## src/rtl/regfile_pkg.sv

```systemverilog
// Shared defaults and types for the scoreboarded register file.
// Bypass of same-cycle writebacks is enabled by defining REGFILE_BYPASS_EN.
package regfile_pkg;

    localparam int unsigned XLEN_DEF = 32;
    localparam int unsigned NREG_DEF = 32;
    localparam int unsigned CW_DEF   = 2;
    localparam int unsigned AW_DEF   = $clog2(NREG_DEF);

    typedef logic [XLEN_DEF-1:0] xlen_t;
    typedef logic [AW_DEF-1:0]   reg_addr_t;

    localparam int unsigned CNT_MAX = (1 << CW_DEF) - 1;

    function automatic int unsigned cnt_max(input int unsigned cw);
        return (1 << cw) - 1;
    endfunction

endpackage

```

## src/rtl/regfile_pend_ctr.sv

```systemverilog
// Per-register pending-write counter: counts issued-but-not-retired writes,
// saturates at its maximum and flags retirements with nothing outstanding.
module regfile_pend_ctr
    import regfile_pkg::*;
#(
    parameter int unsigned CW = CW_DEF
) (
    input  logic          clk,
    input  logic          rst,
    input  logic          inc,
    input  logic          dec,
    input  logic          clr,
    output logic [CW-1:0] cnt,
    output logic          sat,
    output logic          zero,
    output logic          underflow
);

    logic [CW-1:0] cnt_q, cnt_d;

    assign cnt       = cnt_q;
    assign sat       = (cnt_q == CW'(cnt_max(CW)));
    assign zero      = (cnt_q == '0);
    assign underflow = dec && zero && !clr;

    always_comb begin
        cnt_d = cnt_q;
        if (clr) begin
            cnt_d = '0;
        end else if (inc && dec) begin
            cnt_d = cnt_q;
        end else if (inc) begin
            if (!sat) cnt_d = cnt_q + 1'b1;
        end else if (dec) begin
            if (!zero) cnt_d = cnt_q - 1'b1;
        end
    end

    always_ff @(posedge clk or posedge rst) begin
        if (rst) cnt_q <= '0;
        else     cnt_q <= cnt_d;
    end

endmodule

```

## src/rtl/regfile_sb.sv

```systemverilog
// Multi-read-port register file with pending-write scoreboard; x0 reads as zero.
// Define REGFILE_BYPASS_EN to forward same-cycle writebacks to the read ports.
module regfile_sb
    import regfile_pkg::*;
#(
    parameter int unsigned XLEN = XLEN_DEF,
    parameter int unsigned NREG = NREG_DEF,
    parameter int unsigned AW   = $clog2(NREG),
    parameter int unsigned NRD  = 2,
    parameter int unsigned CW   = CW_DEF
) (
    input  logic              clk,
    input  logic              rst,
    input  logic [NRD*AW-1:0] rd_addr,
    output logic [NRD*XLEN-1:0] rd_data,
    output logic [NRD-1:0]    rd_busy,
    input  logic              iss_valid,
    input  logic [AW-1:0]     iss_addr,
    output logic              iss_ready,
    input  logic              wb_en,
    input  logic [AW-1:0]     wb_addr,
    input  logic [XLEN-1:0]   wb_data,
    input  logic              flush,
    output logic              err
);

    logic [XLEN-1:0] mem_q [NREG-1:1];
    logic [XLEN-1:0] mem_d [NREG-1:1];
    logic [XLEN-1:0] rdata_all [NREG];
    logic [CW-1:0]   cnt_all [NREG];
    logic [NREG-1:0] zero_all;
    logic [NREG-1:1] inc_v, dec_v, sat_v, unf_v;
    logic            err_q, err_d;
    logic [AW-1:0]   ra;

    assign rdata_all[0] = '0;
    assign cnt_all[0]   = '0;
    assign zero_all[0]  = 1'b1;

    for (genvar r = 1; r < NREG; r++) begin : g_reg
        // For r != 0, !sat is exactly iss_ready, so this is an accepted issue.
        assign inc_v[r] = iss_valid && !sat_v[r] && (iss_addr == AW'(r));
        assign dec_v[r] = wb_en && (wb_addr == AW'(r));
        assign rdata_all[r] = mem_q[r];

        regfile_pend_ctr #(
            .CW(CW)
        ) u_ctr (
            .clk      (clk),
            .rst      (rst),
            .inc      (inc_v[r]),
            .dec      (dec_v[r]),
            .clr      (flush),
            .cnt      (cnt_all[r]),
            .sat      (sat_v[r]),
            .zero     (zero_all[r]),
            .underflow(unf_v[r])
        );
    end

    assign iss_ready = (cnt_all[iss_addr] != CW'(cnt_max(CW)));
    assign err       = err_q;

    always_comb begin
        mem_d = mem_q;
        for (int r = 1; r < NREG; r++) begin
            if (dec_v[r]) mem_d[r] = wb_data;
        end
        err_d = err_q | (|unf_v);
    end

    always_comb begin
        rd_data = '0;
        rd_busy = '0;
        ra      = '0;
        for (int k = 0; k < NRD; k++) begin
            ra = rd_addr[k*AW +: AW];
            rd_data[k*XLEN +: XLEN] = rdata_all[ra];
            rd_busy[k]              = !zero_all[ra];
`ifdef REGFILE_BYPASS_EN
            if (wb_en && (ra == wb_addr) && (ra != '0)) begin
                rd_data[k*XLEN +: XLEN] = wb_data;
                // Busy only if another write remains after this one retires.
                rd_busy[k] = !zero_all[ra] && (cnt_all[ra] != CW'(1));
            end
`endif
        end
    end

    always_ff @(posedge clk or posedge rst) begin
        if (rst) begin
            mem_q <= '{default: '0};
            err_q <= 1'b0;
        end else begin
            mem_q <= mem_d;
            err_q <= err_d;
        end
    end

endmodule

```

## config.mk

```make
export PLATFORM = sky130hd
export DESIGN_NAME = regfile_sb
export DESIGN_NICKNAME = d
export VERILOG_FILES = /design/src/rtl/regfile_pkg.sv /design/src/rtl/regfile_pend_ctr.sv /design/src/rtl/regfile_sb.sv
export SDC_FILE = /design/constraint.sdc
export NUM_CORES = 2
export LEC_CHECK = 0
export ABC_AREA = 0
export BUFFER_PORTS_ARGS = -buffer_cell sky130_fd_sc_hd__buf_4
export CORE_MARGIN = 5
export CORE_UTILIZATION = 64
export DETAILED_ROUTE_END_ITERATION = 10
export HOLD_SLACK_MARGIN = 0.08
export PLACE_DENSITY_LB_ADDON = 0.05
export SLEW_MARGIN = 10
export SYNTH_ARGS = -nofsm -noshare
export SYNTH_HDL_FRONTEND = slang
export SYNTH_SLANG_ARGS = --single-unit
```

## constraint.sdc

```tcl
create_clock -name clk -period 49.2 [get_ports clk]
set_input_delay 9.84 -clock clk [delete_from_list [all_inputs] [get_ports clk]]
set_output_delay 9.84 -clock clk [all_outputs]
set_load 0.05 [all_outputs]
```

==> reports/metrics.yaml <==
status: "complete, no violations"
grt_pass1_wl_mm: 283
final_nets: 4744
worstPathMaxFanout: 69
cp_common_cell: "buf_4"
regToRegStartpoint: "g_reg[15].u_ctr.cnt[1]"
min_path_cells: 2
first_global_vias: 42900
die_h_um: 312
hold_class: "reg2reg"
drc_errors: 0
end_kind: "output pin"
synth_most_common_cell: "dfrtp_1"
seqPwrFrac_pct: 44.7
power.density_nw_per_um2: 40.3
clkLatencyLatePin_ns: 0.73
vias_per_cell: 7.21
cts_buffers: 113
regArea_um2: 26400
h-tree-depth: 3
routed_wl_mm: 189
crit_type: "in2out"
yosysSeqAreaShare_pct: 45.1
grt_antenna_before_repair: 3
die_w_um: 312
clockRootBuffer: "clkbuf_16"
worstRegToRegCells: 5
worst_ep_required_time_ns: 39.36
ant_nets: 0
cp-start-kind: "input pin"
synth.largest_area_cell: "dfrtp_1"
crit_chain: "buf_8 > buf_4 > buf_4 > buf_4 > nor2b_4 > a221oi_1 > nor3_1 > a221oi_1 > o22ai_1 > buf_4"
yosys-top-cells-area: "dfrtp_1, mux4_2, mux2_2, nand2_1, mux2i_1"
multi_input_area_um2: 30300
stdcell_count: 5959
path_delay_family: "buffers and inverters"
start_util_pct: 64.7
p_int_mw: 1.82
critPathArrivalTime_ns: 14.74
finalClockSkew_ns: 0.0519
rsz0062_at_grt: "no"
grt_start_max_net_pins: 173
slowest_delay_ns: 0.85
power_mw: 2.56
globalplace.congestion: 0.888
crit_path_start: "rd_addr[0]"
synth-async-reset-ratio_pct: 100
crit_slowest_cell: "buf_4"
dp.cells: 5748
synthCells: 4842
hold_viol_final: 0
area_delta_synth_final_pct: 8.65
grt_util_all_layers_pct: 38.7
r2r_slack_ns: 47.34
avgSynthCellArea_um2: 12.1
synth_common_cells: "dfrtp_1, nand2_1, mux2_2"
cts.repair.resized: 0
slew_viol_final: 0
p_sw_mw: 0.740
io_buffers: 124
fill_cells: 6407
cts_tree: "yes"
r2r_end: "err"
ys_types: 62
worstHoldStart: "mem_q[799]"
synth_area_um2: 58500
ir_drop_mv: 0.0347
vias: 43000
die_area_um2: 97600
rows: 110
coreArea_um2: 90400
period_share_pct: 50.0
ys_ff_latch: 1055
max-cap-violations: 0
finalSetupTns_ns: 0
synth_nets: 4899
clockPowerShare_pct: 34.1
drt_pass1_iterations: 6
layout-drive-gt1-share_pct: 35.3
detail_route.wl_per_cell_um: 31.8
hpwl_mm: 101
postSynth.topFlopCell: "dfrtp_1"
ys_warn_count: 0
clock-sinks: 1055
swShare_pct: 28.9
synth_edf_count: 0
drtIter0Drc: 5544
combPwrFrac_pct: 21.2
max_freq_mhz: 40.7
leakage_nw: 28.7
worst-slew-pin-transition_ns: 1.21
gr-total-overflow: 0
fin_crit_ns: 24.58
setup_viol: 0
hold_buffers: 0
synth_top_cell_area_share_pct: 45.1
path_buf_inv: 5
clkTransAtPathRegs_ns: 0.06
cts_setup_buffers: 0
clk_path_buf_depth: 3
worstHoldEndpoint: "mem_q[799]"
slew-limit-headroom_pct: 18.9
ios: 125
[routing by layer]
metal	global-route usage, %	wire length [um]	share of wire (%)	up-vias
met5	0	26	0.014	-
met2	58.7	85000	45	2702
met1	53.3	70500	37	22200
li1	-	-	-	17500
met3	10.5	22800	12	622
met4	17.3	11100	5.8	4
[area by class of cell]
class	count	area share (%)
Clock buffer	168	5.21
Inverter	6	0.0591
Sequential cell	1055	41.5
Clock inverter	40	0.736
Timing Repair Buffer	200	2.47
Multi-Input combinational cell	3311	47.7
Antenna cell	3	0.0118
Tap cell	1176	2.31
[worst max path at each step]
stage / endpoint / slack, ns / cells after the start
final: rd_data[10] / 24.62 / 10
after global routing: rd_data[10] / 24.27 / 10
after CTS: rd_data[10] / 24.65 / 10
after detailed placement: rd_data[10] / 24.66 / 10
after global placement: rd_data[3] / 24.66 / 10
after floorplan: err / 9.66 / 1
[stage by stage]
| stage | hold WS [ns] | setup WS (ns) | util (%) | instance area (um2) |
|---|---|---|---|---|
| floorplan | 0.457 | 9.66 | - | 58500 |
| global route | 0.517 | 24.27 | 70.3 | 63600 |
| finish | 0.494 | 24.62 | 70.3 | 63600 |
| CTS | 0.496 | 24.65 | 70.3 | 63600 |
| global placement | 0.470 | 24.66 | 66.1 | 59800 |
| detailed placement | 0.481 | 24.66 | 66.1 | 59800 |
[sequential cells by signal, summed over array words and instances (netlist names)]
signal / count
g.u_ctr.cnt: 62
mem_q: 992
err: 1
[placed cells by master (no fill, tap or decap), types with 7 or more instances in the layout]
| cell | count |
|---|---|
| a211oi_1 | 40 |
| a21boi_0 | 9 |
| a21oi_1 | 120 |
| a221oi_1 | 115 |
| a22o_1 | 11 |
| a22oi_1 | 20 |
| a31oi_1 | 9 |
| and2_1 | 20 |
| buf_4 | 193 |
| bufinv_16 | 7 |
| clkbuf_1 | 27 |
| clkbuf_16 | 113 |
| clkbuf_8 | 28 |
| clkinv_2 | 22 |
| dfrtp_1 | 1055 |
| mux2_2 | 793 |
| mux2i_1 | 155 |
| mux4_2 | 445 |
| nand2_1 | 963 |
| nand2_2 | 8 |
| nand2_4 | 12 |
| nand2b_1 | 18 |
| nand3_1 | 24 |
| nand4_1 | 7 |
| nor2_1 | 124 |
| nor2_4 | 11 |
| nor2b_1 | 44 |
| nor3_1 | 77 |
| o21ai_0 | 88 |
| o21bai_1 | 19 |
| o22ai_1 | 28 |
| o31ai_1 | 28 |
| or2_2 | 7 |
| xnor2_1 | 20 |
| xor2_1 | 10 |
[power groups by stage]
stage | clock (mW) | combinational (mW) | sequential, mW
after detailed placement | 0 | 0.539 | 1.15
after floorplan | 0 | 0.432 | 1.12
after CTS | 0.879 | 0.541 | 1.14
final | 0.873 | 0.543 | 1.14
after global routing | 0.916 | 0.582 | 1.16
after global placement | 0 | 0.525 | 1.14
[cell families (layout without fill, tap and decap cells)]
logic type	count (synthesis)	after routing	share of synthesized area [%]
xor+xnor	30	30	0.449
compound gates	519	519	6.03
other cells	0	3	0
mux	1393	1393	35.0
buf+inv	476	414	3.58
simple gates	1369	1369	9.77
flops	1055	1055	45.1
[worst min-delay path: cells and delay by family (launching register included)]
| family | cells | cell delay, ns |
|---|---|---|
| AND/OR/NAND/NOR | 2 | 0.10 |
| flip-flops | 1 | 0.35 |
No activity file was read; power rests on OpenSTA's default activity.
